--- config.mk ---
export PLATFORM = sky130hd
export DESIGN_NAME = jtag_tap_target
export DESIGN_NICKNAME = d
export VERILOG_FILES = /design/src/rtl/jtag_pkg.sv /design/src/rtl/jtag_tap_target_sync.sv /design/src/rtl/jtag_tap_target.sv
export SDC_FILE = /design/constraint.sdc
export NUM_CORES = 1
export LEC_CHECK = 0
export CELL_PAD_IN_SITES_DETAIL_PLACEMENT = 2
export CELL_PAD_IN_SITES_GLOBAL_PLACEMENT = 2
export CORE_ASPECT_RATIO = 1.5
export CORE_MARGIN = 4
export CORE_UTILIZATION = 29
export CTS_BUF_LIST = sky130_fd_sc_hd__clkbuf_4 sky130_fd_sc_hd__clkbuf_8 sky130_fd_sc_hd__clkbuf_16
export CTS_CLUSTER_SIZE = 30
export DETAILED_ROUTE_END_ITERATION = 10
export GPL_ROUTABILITY_DRIVEN = 0
export GPL_TIMING_DRIVEN = 1
export MAX_ROUTING_LAYER = met4
export PLACE_DENSITY = 0.83
export RECOVER_POWER = 100
export SLEW_MARGIN = 20
export SYNTH_ARGS = -nofsm -noshare
export SYNTH_HDL_FRONTEND = slang
export SYNTH_SLANG_ARGS = --single-unit
--- constraint.sdc ---
create_clock -name clk -period 4.4 [get_ports clk]
set_input_delay 1.1 -clock clk [delete_from_list [all_inputs] [get_ports clk]]
set_output_delay 1.1 -clock clk [all_outputs]
set_load 0.01 [all_outputs]
--- src/rtl/jtag_pkg.sv ---
`default_nettype none
// ------------------------------------------------------------------
// jtag_pkg : TAP state encoding and built-in instruction codes
// Rev 1.0
// ------------------------------------------------------------------
package jtag_pkg;

   typedef enum logic [3:0] {
      TEST_LOGIC_RESET = 4'd0,
      RUN_TEST_IDLE    = 4'd1,
      SELECT_DR_SCAN   = 4'd2,
      CAPTURE_DR       = 4'd3,
      SHIFT_DR         = 4'd4,
      EXIT1_DR         = 4'd5,
      PAUSE_DR         = 4'd6,
      EXIT2_DR         = 4'd7,
      UPDATE_DR        = 4'd8,
      SELECT_IR_SCAN   = 4'd9,
      CAPTURE_IR       = 4'd10,
      SHIFT_IR         = 4'd11,
      EXIT1_IR         = 4'd12,
      PAUSE_IR         = 4'd13,
      EXIT2_IR         = 4'd14,
      UPDATE_IR        = 4'd15
   } jtag_state_t;

   // Width-agnostic codes; -1 truncates to all ones at any IR width.
   localparam int INSTR_IDCODE = 1;
   localparam int INSTR_BYPASS = -1;

endpackage
`default_nettype wire

--- src/rtl/jtag_tap_target_sync.sv ---
`default_nettype none
// ------------------------------------------------------------------
// jtag_tap_target_sync : 2-flop synchronizer for one asynchronous pin
// Rev 1.0
// ------------------------------------------------------------------
module jtag_tap_target_sync (
   input  logic clk,
   input  logic reset,
   input  logic i_d,
   output logic o_q
);

   logic r_meta;
   logic r_sync;

   always_ff @(posedge clk or posedge reset) begin
      if (reset) begin
         r_meta <= 1'b0;
         r_sync <= 1'b0;
      end else begin
         r_meta <= i_d;
         r_sync <= r_meta;
      end
   end

   assign o_q = r_sync;

endmodule
`default_nettype wire

--- src/rtl/jtag_tap_target.sv ---
`default_nettype none
// ------------------------------------------------------------------
// jtag_tap_target : oversampled IEEE 1149.1 TAP with BYPASS/IDCODE
// Rev 1.0
// ------------------------------------------------------------------
module jtag_tap_target
   import jtag_pkg::*;
#(
   parameter int          INSTRUCTION_WIDTH = 4,
   parameter int          DATA_WIDTH        = 64,
   parameter logic [31:0] JTAG_ID           = 32'h4d20dffb
) (
   input  logic                         clk,
   input  logic                         reset,
   input  logic                         jtag_tck,
   input  logic                         jtag_tms,
   input  logic                         jtag_tdi,
   input  logic                         jtag_trst,
   output logic                         jtag_tdo,
   output logic [INSTRUCTION_WIDTH-1:0] instruction,
   output logic                         capture_dr,
   output logic                         update_dr,
   output logic                         update_ir,
   input  logic [DATA_WIDTH-1:0]        capture_data,
   output logic [DATA_WIDTH-1:0]        update_data
);

   localparam logic [INSTRUCTION_WIDTH-1:0] c_idcode = INSTRUCTION_WIDTH'(INSTR_IDCODE);
   localparam logic [INSTRUCTION_WIDTH-1:0] c_bypass = INSTRUCTION_WIDTH'(INSTR_BYPASS);

   logic [3:0] w_async;
   logic [3:0] w_sync;
   logic       w_tck, w_tms, w_tdi, w_trst;
   logic       w_tck_rise, w_tck_fall, w_is_ext;

   jtag_state_t                  r_state, w_state_next;
   logic                         r_tck_prev;
   logic [INSTRUCTION_WIDTH-1:0] r_ir;
   logic [INSTRUCTION_WIDTH-1:0] r_instruction;
   logic [DATA_WIDTH-1:0]        r_dr;
   logic                         r_tdo, r_capture_dr, r_update_dr, r_update_ir;

   assign w_async = {jtag_trst, jtag_tdi, jtag_tms, jtag_tck};

   generate
      for (genvar gi = 0; gi < 4; gi++) begin : g_sync
         jtag_tap_target_sync u_sync (
            .clk   (clk),
            .reset (reset),
            .i_d   (w_async[gi]),
            .o_q   (w_sync[gi])
         );
      end
   endgenerate

   assign w_tck      = w_sync[0];
   assign w_tms      = w_sync[1];
   assign w_tdi      = w_sync[2];
   assign w_trst     = w_sync[3];
   assign w_tck_rise = w_tck & ~r_tck_prev;
   assign w_tck_fall = ~w_tck & r_tck_prev;
   assign w_is_ext   = (r_instruction != c_idcode) && (r_instruction != c_bypass);

   always_ff @(posedge clk or posedge reset) begin
      if (reset) begin
         r_state <= TEST_LOGIC_RESET;
      end else if (w_trst) begin
         r_state <= TEST_LOGIC_RESET;
      end else if (w_tck_rise) begin
         r_state <= w_state_next;
      end
   end

   always_comb begin
      w_state_next = r_state;
      case (r_state)
         TEST_LOGIC_RESET: w_state_next = w_tms ? TEST_LOGIC_RESET : RUN_TEST_IDLE;
         RUN_TEST_IDLE:    w_state_next = w_tms ? SELECT_DR_SCAN   : RUN_TEST_IDLE;
         SELECT_DR_SCAN:   w_state_next = w_tms ? SELECT_IR_SCAN   : CAPTURE_DR;
         CAPTURE_DR:       w_state_next = w_tms ? EXIT1_DR         : SHIFT_DR;
         SHIFT_DR:         w_state_next = w_tms ? EXIT1_DR         : SHIFT_DR;
         EXIT1_DR:         w_state_next = w_tms ? UPDATE_DR        : PAUSE_DR;
         PAUSE_DR:         w_state_next = w_tms ? EXIT2_DR         : PAUSE_DR;
         EXIT2_DR:         w_state_next = w_tms ? UPDATE_DR        : SHIFT_DR;
         UPDATE_DR:        w_state_next = w_tms ? SELECT_DR_SCAN   : RUN_TEST_IDLE;
         SELECT_IR_SCAN:   w_state_next = w_tms ? TEST_LOGIC_RESET : CAPTURE_IR;
         CAPTURE_IR:       w_state_next = w_tms ? EXIT1_IR         : SHIFT_IR;
         SHIFT_IR:         w_state_next = w_tms ? EXIT1_IR         : SHIFT_IR;
         EXIT1_IR:         w_state_next = w_tms ? UPDATE_IR        : PAUSE_IR;
         PAUSE_IR:         w_state_next = w_tms ? EXIT2_IR         : PAUSE_IR;
         EXIT2_IR:         w_state_next = w_tms ? UPDATE_IR        : SHIFT_IR;
         UPDATE_IR:        w_state_next = w_tms ? SELECT_DR_SCAN   : RUN_TEST_IDLE;
         default:          w_state_next = TEST_LOGIC_RESET;
      endcase
   end

   // Actions are keyed on the state being exited at each synchronized TCK rise.
   always_ff @(posedge clk or posedge reset) begin
      if (reset) begin
         r_tck_prev    <= 1'b0;
         r_ir          <= '0;
         r_dr          <= '0;
         r_instruction <= c_idcode;
         r_tdo         <= 1'b0;
         r_capture_dr  <= 1'b0;
         r_update_dr   <= 1'b0;
         r_update_ir   <= 1'b0;
      end else begin
         r_tck_prev   <= w_tck;
         r_capture_dr <= 1'b0;
         r_update_dr  <= 1'b0;
         r_update_ir  <= 1'b0;
         if (w_trst) begin
            r_instruction <= c_idcode;
         end else if (w_tck_rise) begin
            case (r_state)
               CAPTURE_IR: r_ir <= INSTRUCTION_WIDTH'(1);
               SHIFT_IR:   r_ir <= {w_tdi, r_ir[INSTRUCTION_WIDTH-1:1]};
               UPDATE_IR: begin
                  r_instruction <= r_ir;
                  r_update_ir   <= 1'b1;
               end
               CAPTURE_DR: begin
                  if (r_instruction == c_bypass) begin
                     r_dr <= '0;
                  end else if (r_instruction == c_idcode) begin
                     r_dr <= DATA_WIDTH'(JTAG_ID);
                  end else begin
                     r_dr         <= capture_data;
                     r_capture_dr <= 1'b1;
                  end
               end
               SHIFT_DR: begin
                  if (r_instruction == c_bypass) begin
                     r_dr[0] <= w_tdi;
                  end else if (r_instruction == c_idcode) begin
                     r_dr[31:0] <= {w_tdi, r_dr[31:1]};
                  end else begin
                     r_dr <= {w_tdi, r_dr[DATA_WIDTH-1:1]};
                  end
               end
               UPDATE_DR:  r_update_dr <= w_is_ext;
               default: ;
            endcase
            if (w_state_next == TEST_LOGIC_RESET) begin
               r_instruction <= c_idcode;
            end
         end else if (w_tck_fall) begin
            r_tdo <= (r_state == SHIFT_IR) ? r_ir[0] : r_dr[0];
         end
      end
   end

   assign jtag_tdo    = r_tdo;
   assign instruction = r_instruction;
   assign capture_dr  = r_capture_dr;
   assign update_dr   = r_update_dr;
   assign update_ir   = r_update_ir;
   assign update_data = r_dr;

endmodule
`default_nettype wire

# ---- Yosys cells after proc, flatten, opt, wreduce, memory -nomap -nowiden
# Index checks and enable logic that the tools add are counted.
# Widths: inputs -> output; s select.
dict set report word_totals {
  reg_bits 89
  inputBits 70
  out_inout_bits 72
  word_cells 101
}
dict set report classes {
  eq_ne 21
  muxes 39
  n_bitwise 6
  reduce_logical 16
}
# operator n
set ops {}
lappend ops {{$mux 64} 2}
lappend ops {{$pmux 64 s2} 1}
lappend ops {{$mux 32} 2}
lappend ops {{$mux 63} 1}
lappend ops {{$pmux 4 s12} 1}
lappend ops {{$mux 4} 10}
lappend ops {{$eq 4x4->1 const B} 9}
lappend ops {{$eq 4x3->1 const B} 4}
lappend ops {{$mux 1} 16}
lappend ops {{$reduce_and 3->1} 3}
lappend ops {{$eq 4x1->1 const B} 2}
lappend ops {{$eq 4x2->1 const B} 2}
lappend ops {{$logic_not 4->1} 2}
lappend ops {{$pmux 4 s2} 1}
lappend ops {{$mux 2} 3}
lappend ops {{$mux 3} 2}
lappend ops {{$reduce_bool 2->1} 3}
lappend ops {{$reduce_and 5->1} 1}
lappend ops {{$ne 2x2->1 const B} 2}
lappend ops {{$ne 4x1->1 const B} 1}
lappend ops {{$ne 4x4->1 const B} 1}
lappend ops {{$not 1->1} 4}
lappend ops {{$reduce_and 4->1} 1}
lappend ops {{$reduce_or 2->1} 2}
lappend ops {{5 further kinds} 6}

# ---- Logic depth before layout (Yosys ltp)
dict set report logic_depth {
  depth_word 7
  ltp_mapped 7
}

# ---- Modules after synthesis
# From an unflattened synthesis, not the netlist that was laid out.
dict set report unflattened {
  cells_unflattened 487
  hier_area_um2 4409.2
}
# module instances cells_each area_per_inst_um2
set by_module_without_submodules {}
lappend by_module_without_submodules {jtag_tap_target 1 475 4194.0}
lappend by_module_without_submodules {jtag_tap_target_sync 4 3 53.8}

# ---- Worst setup path after synthesis
# OpenSTA, ideal clock, no wires.
dict set report synth_timing {
  path_kind {flip-flop to flip-flop}
  start {reg r_instruction[1] (netlist: instruction[1])}
  end {reg r_dr[32] (netlist: update_data[32])}
  t_arrival_ns 1.748
  required_time_ns 4.275
  path_slack_ns 2.527
  stages_incl_launch_ff 8
  path_buffers 3
  cell_sequence {dfrtp_1 -> buf_6 -> or3_1 -> a21oi_2 -> buf_6 -> o21ai_4 -> buf_6 -> mux2_4}
}
dict set report synth_between {
  elab_chain_len 4
  elab_cells_between_ends 8
  classes_between {eq/ne (4); mux (3); reduce/logical (1)}
}
# element line_no
set synth_rtl {}
lappend synth_rtl {{start, declared} jtag_tap_target.sv:39} ;# logic [INSTRUCTION_WIDTH-1:0] r_instruction;
lappend synth_rtl {{start signal, assigned} jtag_tap_target.sv:103} ;# r_instruction <= c_idcode;
lappend synth_rtl {{start signal, assigned} jtag_tap_target.sv:114} ;# r_instruction <= c_idcode;
lappend synth_rtl {{start signal, assigned} jtag_tap_target.sv:120} ;# r_instruction <= r_ir;
lappend synth_rtl {{$eq 4x1->1} {jtag_tap_target.sv:126, jtag_tap_target.sv:136}}
lappend synth_rtl {{$mux 64} jtag_tap_target.sv:126} ;# end else if (r_instruction == c_idcode) begin
lappend synth_rtl {{$mux 64} jtag_tap_target.sv:124} ;# if (r_instruction == c_bypass) begin
lappend synth_rtl {{$pmux 64 s2} jtag_tap_target.sv:116} ;# case (r_state)
lappend synth_rtl {{end signal, assigned} jtag_tap_target.sv:127} ;# r_dr <= DATA_WIDTH'(JTAG_ID);
lappend synth_rtl {{end signal, assigned} jtag_tap_target.sv:129} ;# r_dr <= capture_data;
lappend synth_rtl {{end signal, assigned} jtag_tap_target.sv:139} ;# r_dr <= {w_tdi, r_dr[DATA_WIDTH-1:1]};
lappend synth_rtl {{end, declared} jtag_tap_target.sv:40} ;# logic [DATA_WIDTH-1:0] r_dr;
# Several ways; a longest one is shown, not always the timed one.
# A chain may end at the register's enable or synchronous reset.

# ---- Worst setup path after layout
dict set report layout_timing {
  start {reg r_instruction[3] (netlist: instruction[3])}
  end {reg r_dr[42] (netlist: update_data[42])}
}
# The elaborated chain is that of the path after synthesis.

==> results.yml <==
power:
  ir_drop_mv: 0.140
  p_int_mw: 1.43
  power.total_mw: 1.85
  p_clk_frac: 0.459
  p_per_area_mw_per_mm2: 286
  combinationalPowerShare: 0.078
  p_sw_mw: 0.415
  swShare: 0.224
  seqPwrFrac: 0.463
  p_leak_nw: 2.66
synthesis:
  yosysWarnings: 0
  netlist_area_mm2: 0.00473
  syn_inst: 474
  synth_seq_area_share: 0.471
  synth.distinct_cells: 47
  yosys.cell_count.top_type: "nand2_1"
  synth_commonest_cells: "115 x nand2_1, 88 x dfrtp_1, 85 x o21ai_0"
  ys_ff_latch: 89
  yosysTopAreaCell: "dfrtp_1"
  synth_ff_type: "dfrtp_1"
  synth_edf_count: 0
  synth_nets: 544
  postSynthAreaPerCell_um2: 9.98
  synthTopCellsByArea: "dfrtp_1 47%, mux2_4 9.5%, nand2_1 9.1%"
  synth_top_area_frac: 0.465
  async_flop_share: 1.00
critical_path:
  worstPathArrival_ns: 3.42
  endpoint_kind: "flip-flop"
  slowest_stage: "clkbuf_1"
  cp_cell_sequence: "or3_1 > a21oi_4 > clkbuf_1 > o21ai_0 > mux2_1"
  critPathMaxFanout: 25
  crit_type: "reg -> reg"
  cp.required_ns: 4.62
  worst-r2r-cell-count: 5
  crit_path_start_kind: "flip-flop"
  critPathMaxStageDelay_ns: 0.89
detailed_routing:
  drc_errors: 0
  routed_wl_um: 16700
  wire_per_inst_um: 20.7
  drtIter0Drc: 154
  route.antenna.remaining_nets: 0
  vias: 4071
  dr.pass1.iters: 4
  viasPerCell: 5.05
clock_network:
  cts_tree: "built"
  cts_sinks: 89
  cts_made_buffers: 9
  ctsHoldBuffers: 0
  insertion_delay_ns: 0.35
  post_cts_buffers: 0
  clk_pin_slew_worst_paths_ns: 0.06
  cts_max_path_buffers: 2
  clock-root-buffer: "clkbuf_16"
  cts.htree.levels: 3
  postCtsResizedCells: 0
global_route:
  grt_max_degree: 56
  grt_pass1_vias: 4623
  grt-ovfl-total: 0
  grt_pass1_wl_um: 26500
  grt_usage: 0.188
  antenna_found_initial: 1
sta:
  slew_viol_final: 56
  hold_viol: 0
  clock_skew_ns: 0.0103
  setup_violations: 0
  fin_setup_tns_ns: 0
  max_freq_mhz: 312
  timing.final.crit_share: 0.727
  period_minus_slack_ns: 3.20
  rsz0062_at_grt: "false"
  slew_headroom: -0.700
  max_slew.worst_pin.slew_ns: 2.54
layout:
  nNetsFinal: 667
  syn_to_final_growth_pct: 36.5
  final_cells: 806
  drive_above_1_share: 0.110
  fill_cells: 1781
  multiInputGateArea_mm2: 0.00215
  regArea_mm2: 0.00223
outcome:
  run_status: "complete, but fails checks"
  violations: "capacitance limit, slew limit"
flow_run:
  max-cap-violations: 1
place:
  place_inst: 789
  dp_hpwl_um: 11700
  placement.io_buffers: 141
die:
  coreArea_mm2: 0.0158
  boundaryPins: 142
  die_area_mm2: 0.0185
  die_w_um: 112
  fp-row-count: 56
  die_y_um: 164
  initial_core_util: 0.299
worst_hold_path:
  hold_depth: 0
  holdCritPathClass: "reg -> reg"
## sequential cells by signal (all words and copies together), names as in the netlist
name	flops
r_state	4
instruction	4
update_dr	1
r_tck_prev	1
update_ir	1
update_data	64
r_ir	4
g_sync.u_sync.r_meta	4
g_sync.u_sync.o_q	4
capture_dr	1
jtag_tdo	1
## power groups by stage
stage	clock network, mW	registers (mW)	logic (mW)
after floorplan	0	0.863	0.0512
after global placement	0	0.871	0.146
after detailed placement	0	0.871	0.149
after CTS	0.868	0.857	0.151
after global routing	0.914	0.858	0.157
final	0.848	0.856	0.143
## placed cells by master (no fill, tap or decap), types with 7 or more instances in the layout
cell / count
nand2_1: 115
clkbuf_16: 9
o21ai_0: 86
mux2_2: 33
nor2_1: 8
clkdlybuf4s50_1: 64
a21oi_1: 7
dlygate4sd3_1: 77
dfrtp_1: 88
mux2_1: 28
## per-layer routing
layer  share of wire  up-vias  global-route usage
met5               0        -                   -
met2            0.56       83               0.335
met4           0.024        0              0.0705
met1            0.39     2088               0.213
li1                -     1880                   -
met3           0.026       20              0.0271
## cell families (layout without fill, tap and decap cells)
group	Yosys count	after routing	synth area share
xor gates and xnor gates	1	1	0.00185
and+or+nand+nor	156	156	0.153
muxes	67	67	0.182
DFF	89	89	0.471
AOI/OAI and AO/OA	117	117	0.140
buffers and inverters	44	172	0.0518
other	0	1	0
## area by class of cell
| cell class | count | area share |
|---|---|---|
| flip-flops and latches | 89 | 0.345 |
| multi-input cells | 341 | 0.333 |
| repair buffers | 149 | 0.227 |
| well taps | 203 | 0.0393 |
| clock buffers | 10 | 0.0370 |
| clock inverters | 6 | 0.0140 |
| inverters | 7 | 0.00426 |
| diodes | 1 | 0.000388 |
## critical path: cells and delay by family (launching register included)
kind | cells | cell delay, ns
AO/OA/AOI/OAI | 2 | 0.90
buffers and inverters | 1 | 0.89
flip-flops | 1 | 0.46
multiplexers | 1 | 0.37
AND/OR/NAND/NOR | 1 | 0.45
## path summary, 6_finish.rpt
kind | from | end | slack [ns]
min | g_sync[2].u_sync.r_meta$_DFF_PP0_ | g_sync[2].u_sync.o_q$_DFF_PP0_ | 0.35
max | instruction[3]$_DFFE_PP0P_ | update_data[42]$_DFFE_PP0P_ | 1.20
min in group asynchronous | reset | update_data[8]$_DFFE_PP0P_ | 1.91
max in group asynchronous | reset | r_tck_prev$_DFF_PP0_ | 1.30
max reg2reg | instruction[3]$_DFFE_PP0P_ | update_data[42]$_DFFE_PP0P_ | 1.20
min reg2reg | g_sync[2].u_sync.r_meta$_DFF_PP0_ | g_sync[2].u_sync.o_q$_DFF_PP0_ | 0.35
## metrics by stage
stage	setup WS [ns]	instance area [um2]	util	hold WS, ns
after global routing	0.886	6460	0.408	0.358
after global placement	1.73	6250	0.395	0.336
after CTS	1.53	6580	0.416	0.352
after detailed placement	1.59	6250	0.395	0.337
after floorplan	0.995	4730	-	0.331
final	1.20	6460	0.408	0.350
Power figures use the tool's default switching activity.
